--- src/rtl/pwm_regs_pkg.sv ---
`default_nettype none
// ============================================================================
//  Module      : pwm_regs_pkg
//  Description : PWM register-file address map and ramp sequencer FSM states
//  Revision    : 1.0 - initial release
// ============================================================================
package pwm_regs_pkg;

  // Register-file byte addresses
  localparam logic [5:0] REG_PERIOD        = 6'h00;
  localparam logic [5:0] REG_COUNTER_EN    = 6'h02;
  localparam logic [5:0] REG_COMPARE1_LO   = 6'h03;
  localparam logic [5:0] REG_COMPARE1_HI   = 6'h04;
  localparam logic [5:0] REG_COMPARE2_LO   = 6'h05;
  localparam logic [5:0] REG_COMPARE2_HI   = 6'h06;
  localparam logic [5:0] REG_COUNTER_RESET = 6'h07;
  localparam logic [5:0] REG_COUNTER_VAL   = 6'h08;
  localparam logic [5:0] REG_PRESCALE      = 6'h0A;
  localparam logic [5:0] REG_UPNOTDOWN     = 6'h0B;
  localparam logic [5:0] REG_PWM_EN        = 6'h0C;
  localparam logic [5:0] REG_FUNCTIONS     = 6'h0D;

  // Ramp sequencer FSM encoding
  localparam int STATE_W = 3;
  typedef logic [STATE_W-1:0] state_t;

  localparam state_t S_IDLE  = 3'd0;
  localparam state_t S_WR_LO = 3'd1;
  localparam state_t S_WR_HI = 3'd2;
  localparam state_t S_WAIT  = 3'd3;
  localparam state_t S_STEP  = 3'd4;

endpackage
`default_nettype wire

--- src/rtl/pwm_ramp_sequencer_if.sv ---
`default_nettype none
// ============================================================================
//  Module      : pwm_ramp_sequencer_if
//  Description : Single-cycle byte write bus (strobe, address, data)
//  Revision    : 1.0 - initial release
// ============================================================================
interface pwm_ramp_sequencer_if #(
  parameter int ADDR_W = 6,
  parameter int DATA_W = 8
);
  logic              we;
  logic [ADDR_W-1:0] addr;
  logic [DATA_W-1:0] data;

  modport master (output we, output addr, output data);
  modport slave  (input  we, input  addr, input  data);
endinterface
`default_nettype wire

--- src/rtl/reg_bus_arbiter.sv ---
`default_nettype none
// ============================================================================
//  Module      : reg_bus_arbiter
//  Description : Two-requester fixed-priority write mux, host over sequencer,
//                registered bus output with combinational grant to sequencer
//  Revision    : 1.0 - initial release
// ============================================================================
module reg_bus_arbiter #(
  parameter int ADDR_W = 6,
  parameter int DATA_W = 8
) (
  input  wire logic              clk,
  input  wire logic              rst_n,
  input  wire logic              host_we_i,
  input  wire logic [ADDR_W-1:0] host_addr_i,
  input  wire logic [DATA_W-1:0] host_data_i,
  input  wire logic              seq_req_i,
  input  wire logic [ADDR_W-1:0] seq_addr_i,
  input  wire logic [DATA_W-1:0] seq_data_i,
  output logic                   seq_gnt_o,
  output logic                   reg_we_o,
  output logic [ADDR_W-1:0]      reg_addr_o,
  output logic [DATA_W-1:0]      reg_data_o
);

  logic              reg_we_q;
  logic [ADDR_W-1:0] reg_addr_q;
  logic [DATA_W-1:0] reg_data_q;

  // The sequencer only wins a cycle in which the host is silent
  always_comb begin
    seq_gnt_o = seq_req_i && !host_we_i;
  end

  // Register the winning request so the bus is driven one cycle later
  always_ff @(posedge clk or negedge rst_n) begin
    if (!rst_n) begin
      reg_we_q   <= 1'b0;
      reg_addr_q <= '0;
      reg_data_q <= '0;
    end else if (host_we_i) begin
      reg_we_q   <= 1'b1;
      reg_addr_q <= host_addr_i;
      reg_data_q <= host_data_i;
    end else if (seq_req_i) begin
      reg_we_q   <= 1'b1;
      reg_addr_q <= seq_addr_i;
      reg_data_q <= seq_data_i;
    end else begin
      reg_we_q   <= 1'b0;
    end
  end

  assign reg_we_o   = reg_we_q;
  assign reg_addr_o = reg_addr_q;
  assign reg_data_o = reg_data_q;

endmodule
`default_nettype wire

--- src/rtl/pwm_ramp_sequencer.sv ---
`default_nettype none
// ============================================================================
//  Module      : pwm_ramp_sequencer
//  Description : Steps compare1 from a start to an end value, one step every
//                cfg_hold+1 PWM periods, through byte writes on the shared
//                register-file bus (host writes always win)
//  Revision    : 1.0 - initial release
// ============================================================================
module pwm_ramp_sequencer
  import pwm_regs_pkg::*;
#(
  parameter int              ADDR_W      = 6,
  parameter int              DATA_W      = 8,
  parameter logic [ADDR_W-1:0] CMP_LO_ADDR = 6'h03,
  parameter logic [ADDR_W-1:0] CMP_HI_ADDR = 6'h04,
  parameter int              HOLD_W      = 8
) (
  input  wire logic              clk,
  input  wire logic              rst_n,
  pwm_ramp_sequencer_if.slave    host_bus,
  pwm_ramp_sequencer_if.master   reg_bus,
  input  wire logic              period_wrap_i,
  input  wire logic              ramp_start_i,
  input  wire logic              ramp_stop_i,
  input  wire logic [15:0]       cfg_start_i,
  input  wire logic [15:0]       cfg_end_i,
  input  wire logic [15:0]       cfg_step_i,
  input  wire logic [HOLD_W-1:0] cfg_hold_i,
  output logic                   busy_o,
  output logic                   done_o,
  output logic                   aborted_o,
  output logic [15:0]            cur_value_o
);

  state_t            state_q,     state_d;
  logic [15:0]       value_q,     value_d;
  logic [15:0]       end_q,       end_d;
  logic [15:0]       step_q,      step_d;
  logic [HOLD_W-1:0] hold_cfg_q,  hold_cfg_d;
  logic [HOLD_W-1:0] hold_cnt_q,  hold_cnt_d;
  logic              dir_up_q,    dir_up_d;
  logic              busy_q,      busy_d;
  logic              done_q,      done_d;
  logic              aborted_q,   aborted_d;
  logic [15:0]       cur_value_q, cur_value_d;

  logic              w_host_ovr;
  logic              w_abort;
  logic              w_seq_req;
  logic              w_seq_gnt;
  logic [ADDR_W-1:0] w_seq_addr;
  logic [DATA_W-1:0] w_seq_data;
  logic [16:0]       w_sum;
  logic [16:0]       w_dif;
  logic [15:0]       w_next;
  logic              w_reg_we;
  logic [ADDR_W-1:0] w_reg_addr;
  logic [DATA_W-1:0] w_reg_data;

  // A host write to either compare1 byte takes the register back from the ramp
  assign w_host_ovr = host_bus.we &&
                      ((host_bus.addr == CMP_LO_ADDR) || (host_bus.addr == CMP_HI_ADDR));
  assign w_abort    = busy_q && (ramp_stop_i || w_host_ovr);

  // 17-bit step arithmetic; bit 16 flags overflow (up) or borrow (down)
  assign w_sum = {1'b0, value_q} + {1'b0, step_q};
  assign w_dif = {1'b0, value_q} - {1'b0, step_q};

  // Next ramp value, clamped to the end value instead of passing it or wrapping
  always_comb begin
    w_next = end_q;
    if (dir_up_q) begin
      if (!w_sum[16] && (w_sum[15:0] <= end_q)) w_next = w_sum[15:0];
    end else begin
      if (!w_dif[16] && (w_dif[15:0] >= end_q)) w_next = w_dif[15:0];
    end
  end

  // Sequencer bus request: one byte per write state, withheld once an abort is seen
  always_comb begin
    w_seq_req  = 1'b0;
    w_seq_addr = CMP_LO_ADDR;
    w_seq_data = value_q[7:0];
    if (state_q == S_WR_LO) begin
      w_seq_req = !w_abort;
    end else if (state_q == S_WR_HI) begin
      w_seq_req  = !w_abort;
      w_seq_addr = CMP_HI_ADDR;
      w_seq_data = value_q[15:8];
    end
  end

  reg_bus_arbiter #(
    .ADDR_W (ADDR_W),
    .DATA_W (DATA_W)
  ) u_arb (
    .clk         (clk),
    .rst_n       (rst_n),
    .host_we_i   (host_bus.we),
    .host_addr_i (host_bus.addr),
    .host_data_i (host_bus.data),
    .seq_req_i   (w_seq_req),
    .seq_addr_i  (w_seq_addr),
    .seq_data_i  (w_seq_data),
    .seq_gnt_o   (w_seq_gnt),
    .reg_we_o    (w_reg_we),
    .reg_addr_o  (w_reg_addr),
    .reg_data_o  (w_reg_data)
  );

  assign reg_bus.we   = w_reg_we;
  assign reg_bus.addr = w_reg_addr;
  assign reg_bus.data = w_reg_data;

  // Ramp FSM next-state: launch, write pair, hold for periods, step, with abort override
  always_comb begin
    state_d     = state_q;
    value_d     = value_q;
    end_d       = end_q;
    step_d      = step_q;
    hold_cfg_d  = hold_cfg_q;
    hold_cnt_d  = hold_cnt_q;
    dir_up_d    = dir_up_q;
    busy_d      = busy_q;
    cur_value_d = cur_value_q;
    done_d      = 1'b0;
    aborted_d   = 1'b0;

    case (state_q)
      S_IDLE: begin
        if (ramp_start_i && !ramp_stop_i) begin
          value_d    = cfg_start_i;
          end_d      = cfg_end_i;
          step_d     = cfg_step_i;
          hold_cfg_d = cfg_hold_i;
          dir_up_d   = (cfg_end_i > cfg_start_i);
          busy_d     = 1'b1;
          state_d    = S_WR_LO;
        end
      end
      S_WR_LO: begin
        if (w_seq_gnt) state_d = S_WR_HI;
      end
      S_WR_HI: begin
        if (w_seq_gnt) begin
          cur_value_d = value_q;
          if ((value_q == end_q) || (step_q == 16'd0)) begin
            done_d  = 1'b1;
            busy_d  = 1'b0;
            state_d = S_IDLE;
          end else begin
            hold_cnt_d = hold_cfg_q;
            state_d    = S_WAIT;
          end
        end
      end
      S_WAIT: begin
        if (period_wrap_i) begin
          if (hold_cnt_q == '0) state_d    = S_STEP;
          else                  hold_cnt_d = hold_cnt_q - 1'b1;
        end
      end
      S_STEP: begin
        value_d = w_next;
        state_d = S_WR_LO;
      end
      default: begin
        state_d = S_IDLE;
        busy_d  = 1'b0;
      end
    endcase

    if (w_abort) begin
      state_d   = S_IDLE;
      busy_d    = 1'b0;
      aborted_d = 1'b1;
    end
  end

  // State and registered status outputs
  always_ff @(posedge clk or negedge rst_n) begin
    if (!rst_n) begin
      state_q     <= S_IDLE;
      value_q     <= '0;
      end_q       <= '0;
      step_q      <= '0;
      hold_cfg_q  <= '0;
      hold_cnt_q  <= '0;
      dir_up_q    <= 1'b0;
      busy_q      <= 1'b0;
      done_q      <= 1'b0;
      aborted_q   <= 1'b0;
      cur_value_q <= '0;
    end else begin
      state_q     <= state_d;
      value_q     <= value_d;
      end_q       <= end_d;
      step_q      <= step_d;
      hold_cfg_q  <= hold_cfg_d;
      hold_cnt_q  <= hold_cnt_d;
      dir_up_q    <= dir_up_d;
      busy_q      <= busy_d;
      done_q      <= done_d;
      aborted_q   <= aborted_d;
      cur_value_q <= cur_value_d;
    end
  end

  assign busy_o      = busy_q;
  assign done_o      = done_q;
  assign aborted_o   = aborted_q;
  assign cur_value_o = cur_value_q;

endmodule
`default_nettype wire

--- src/flat_wrapper.sv ---
// flat-port wrapper written by rule: the top's interface ports become plain ports
module pwm_ramp_sequencer_flat import pwm_regs_pkg::*;
#(
  parameter int              ADDR_W      = 6,
  parameter int              DATA_W      = 8,
  parameter logic [ADDR_W-1:0] CMP_LO_ADDR = 6'h03,
  parameter logic [ADDR_W-1:0] CMP_HI_ADDR = 6'h04,
  parameter int              HOLD_W      = 8
)
  (clk, rst_n, period_wrap_i, ramp_start_i, ramp_stop_i, cfg_start_i, cfg_end_i, cfg_step_i, cfg_hold_i, busy_o, done_o, aborted_o, cur_value_o, host_bus_we, host_bus_addr, host_bus_data, reg_bus_we, reg_bus_addr, reg_bus_data);
  pwm_ramp_sequencer_if #(.ADDR_W(ADDR_W), .DATA_W(DATA_W)) host_bus_i ();
  pwm_ramp_sequencer_if #(.ADDR_W(ADDR_W), .DATA_W(DATA_W)) reg_bus_i ();
  input  wire logic clk;
  input  wire logic rst_n;
  input  wire logic period_wrap_i;
  input  wire logic ramp_start_i;
  input  wire logic ramp_stop_i;
  input  wire logic [15:0] cfg_start_i;
  input  wire logic [15:0] cfg_end_i;
  input  wire logic [15:0] cfg_step_i;
  input  wire logic [HOLD_W-1:0] cfg_hold_i;
  output logic busy_o;
  output logic done_o;
  output logic aborted_o;
  output logic [15:0] cur_value_o;
  input wire logic [$bits(host_bus_i.we)-1:0] host_bus_we;
  input wire logic [$bits(host_bus_i.addr)-1:0] host_bus_addr;
  input wire logic [$bits(host_bus_i.data)-1:0] host_bus_data;
  output wire logic [$bits(reg_bus_i.we)-1:0] reg_bus_we;
  output wire logic [$bits(reg_bus_i.addr)-1:0] reg_bus_addr;
  output wire logic [$bits(reg_bus_i.data)-1:0] reg_bus_data;
  assign host_bus_i.we = host_bus_we;
  assign host_bus_i.addr = host_bus_addr;
  assign host_bus_i.data = host_bus_data;
  assign reg_bus_we = reg_bus_i.we;
  assign reg_bus_addr = reg_bus_i.addr;
  assign reg_bus_data = reg_bus_i.data;
  pwm_ramp_sequencer #(.ADDR_W(ADDR_W), .DATA_W(DATA_W), .CMP_LO_ADDR(CMP_LO_ADDR), .CMP_HI_ADDR(CMP_HI_ADDR), .HOLD_W(HOLD_W)) u_core (.clk(clk), .rst_n(rst_n), .host_bus(host_bus_i), .reg_bus(reg_bus_i), .period_wrap_i(period_wrap_i), .ramp_start_i(ramp_start_i), .ramp_stop_i(ramp_stop_i), .cfg_start_i(cfg_start_i), .cfg_end_i(cfg_end_i), .cfg_step_i(cfg_step_i), .cfg_hold_i(cfg_hold_i), .busy_o(busy_o), .done_o(done_o), .aborted_o(aborted_o), .cur_value_o(cur_value_o));
endmodule
--- config.mk ---
export PLATFORM = sky130hd
export DESIGN_NAME = pwm_ramp_sequencer_flat
export DESIGN_NICKNAME = d
export VERILOG_FILES = /design/src/rtl/pwm_regs_pkg.sv /design/src/rtl/pwm_ramp_sequencer_if.sv /design/src/rtl/reg_bus_arbiter.sv /design/src/rtl/pwm_ramp_sequencer.sv /design/src/flat_wrapper.sv
export SDC_FILE = /design/constraint.sdc
export NUM_CORES = 1
export LEC_CHECK = 0
export CELL_PAD_IN_SITES_DETAIL_PLACEMENT = 0
export CELL_PAD_IN_SITES_GLOBAL_PLACEMENT = 1
export CORE_MARGIN = 2
export CORE_UTILIZATION = 45
export DETAILED_ROUTE_END_ITERATION = 10
export GPL_ROUTABILITY_DRIVEN = 0
export PLACE_DENSITY = 0.95
export SLEW_MARGIN = 25
export SYNTH_ARGS = -nofsm -noshare
export SYNTH_HDL_FRONTEND = slang
export SYNTH_SLANG_ARGS = --single-unit
--- constraint.sdc ---
create_clock -name clk -period 9.85 [get_ports clk]
set_input_delay 1.97 -clock clk [delete_from_list [all_inputs] [get_ports clk]]
set_output_delay 1.97 -clock clk [all_outputs]
set_load 0.005 [all_outputs]
==> summary.txt <==
M1 GR Usage - 35.4%
final wirelength - 22,000 um
root buffer cell - clkbuf_16
number of global-route vias before repair - 6,625
Starting DRT DRC Count - 701
Post-Synth Simple-Gate Area - 16.9%
Area Overhead vs Synth - 20.4%
most used routing layer - met2
initial antenna violation count - 0
max cap viols - 0
Final Max Tran Viols - 0
Global Route Usage Sum - 25.0%
commonest non-fill, non-tap cell in the layout - clkdlybuf4s50_1
area share of fa/ha/maj cells after synthesis - 14.0%
commonest cells after routing, fill and taps aside - clkdlybuf4s50_1 (108), nand2_1 (107), dfrtp_1 (102), ha_1 (82), o21ai_0 (74)
Startpoint Class - input port
CTS clk-pin slew, worst paths - 0.08 ns
chip width - 134 um
post-synthesis xor/xnor area fraction - 4.38%
sequential element share of the synthesized area - 33.6%
post-route ant nets - 0
WL/cell - 18.6 um
Die Ht - 134 um
RSZ-0062 raised after global routing - false
setup TNS - 0 ns
Final Critical Period - 4.85 ns
Synth Register Bits - 102
Die Footprint - 0.0179 mm^2
worst hold path class - reg2reg
Pre-antenna DRT Iters - 7
M3 GR Usage - 3.59%
nets - 1,120
Post-CTS Repair Setup Buffers - 0
post_cts resized - 0
gr ovfl total - 0
routed vias/inst - 5.85
fraction of layout cells with a size suffix above 1 - 6.22%
Cell Area, Synth - 0.00759 mm^2
fmax - 0.206 GHz
Slew headroom - 32.3%
multiplexer share of the synthesized area - 3.48%
Synth Area per Inst - 8.69 um^2
worst skew pair latency - 0.37 ns
first-pass GRT wire length - 35,100 um
Antenna Cells - 0
CTS Buffer Depth - 2
Critical Path End Type - flip-flop
Synth Net Count - 1,034
M2 GR Usage - 38.6%
Ys Warns - 0
pre-CTS setup slack - 4.65 ns
CTS tree - yes
Setup CP Type - in2reg
cells after synthesis - 874
worst slew pin tran - 1.01 ns
Initial Util - 45.9%
Compound-Gate Fraction of Synth Area - 22.0%
period utilization - 49.3%
clk sink count - 102
post-DP HPWL - 16,800 um
Synth cell types - 78
Final WS setup - 5.00 ns
Synth Flop Type - dfrtp_1
I/O Buffers - 109
largest net degree at the start of global routing - 85
vias - 6,932
Critical Path Fanout Max - 31
Hold-fix buffers, CTS - 0
TritonCTS Buffers - 9
Post-synth EDFFs - 0
critical path arrival - 5.14 ns
Final Hold Fails - 0
# setup viols final - 0
CTS H-tree depth - 3
Ports - 110
Core Area - 0.0165 mm^2
WP data required - 10.14 ns
outcome - complete, no violations
Core Rows - 47
clock skew - 0.0112 ns
main combinational cell family by area after synthesis - compound AO/OA/AOI/OAI gates
FFs w/ async S/R, synth - 100%
DRC violation count after routing - 0
## Yosys cell counts, drive strengths merged (7+ instances only)
| master | instances | area (um^2) |
|---|---|---|
| nand2 | 107 | 402 |
| nand4 | 15 | 93.8 |
| nor3 | 21 | 110 |
| o211ai | 7 | 52.6 |
| a21oi | 70 | 350 |
| inv | 69 | 259 |
| buf | 13 | 72.6 |
| a22oi | 7 | 52.6 |
| nand3 | 16 | 80.1 |
| clkbuf | 24 | 90.1 |
| nor4 | 10 | 68.8 |
| ha | 82 | 1030 |
| o31ai | 13 | 113 |
| xnor2 | 34 | 298 |
| a22o | 8 | 70.1 |
| dfrtp | 102 | 2550 |
| mux2 | 19 | 214 |
| nor2b | 10 | 62.6 |
| o21a | 12 | 90.1 |
| and3 | 7 | 43.8 |
| nor2 | 53 | 204 |
| o21ai | 77 | 389 |
## stage by stage
step           util, %  hold WS [ns]  std cells  cell area (um^2)
5_1_grt           55.3         0.515       1185              9140
3_3_place_gp      53.4         0.464       1169              8820
4_1_cts           55.3         0.487       1185              9130
2_1_floorplan        -         0.445        874              7590
6_report          55.3         0.480       1185              9140
3_5_place_dp      53.4         0.466       1169              8820
## registers in the layout (all words and copies together) (netlist names), 3 cells and up
name / cells
u_core.u_arb.reg_data_o: 8
u_core.hold_cfg_q: 8
u_core.state_q: 3
u_core.end_q: 16
u_core.step_q: 16
u_core.value_q: 16
u_core.u_arb.reg_addr_o: 6
u_core.cur_value_o: 16
u_core.hold_cnt_q: 8
## critical path, cell delays in order
cell             delay [ns]
clkdlybuf4s50_1        0.40
buf_4                  0.23
or4b_1                 0.21
a21oi_1                0.04
o21a_1                 0.26
nand2b_1               0.24
nor2_2                 0.82
o22ai_2                0.44
or3_1                  0.45
o21ai_0                0.07
## metal layers
metal	up-vias	wire length, um
li1	3313	-
met5	-	0
met3	42	1560
met4	0	637
met1	3312	9870
met2	265	9960
## cells by family (layout without fill, tap and decap cells)
family,after synthesis,count (layout)
and+or+nand+nor,268,268
AOI/OAI and AO/OA,252,252
buffers and inverters,106,197
DFF,102,102
adders and majority gates,84,84
xor gates and xnor gates,38,38
muxes,24,24
## area by class of cell
cell class	instances	area (um^2)
Fill cell	1504	7390
Multi-Input combinational cell	666	4630
Sequential cell	102	2550
Timing Repair Buffer	112	1110
Tap cell	220	275
Inverter	69	259
Clock buffer	9	225
Clock inverter	7	83.8
## path summary, 6_finish.rpt
check                                         to  slack [ns]  cells past startpoint                 start
min                         u_core.hold_cfg_q[6]        0.48                      2  u_core.hold_cfg_q[6]
max in group asynchronous  u_core.cur_value_o[5]        7.33                      2                 rst_n
max                         u_core.hold_cnt_q[0]        5.00                     10           host_bus_we
min reg2reg                 u_core.hold_cfg_q[6]        0.48                      2  u_core.hold_cfg_q[6]
max reg2reg                   u_core.value_q[15]        5.03                     16     u_core.value_q[5]
min in group asynchronous       u_core.step_q[0]        1.47                      1                 rst_n
Power is left out: the tool's default activity adds up to more than one toggle a clock period on the data nets, which glitch-free logic cannot reach.
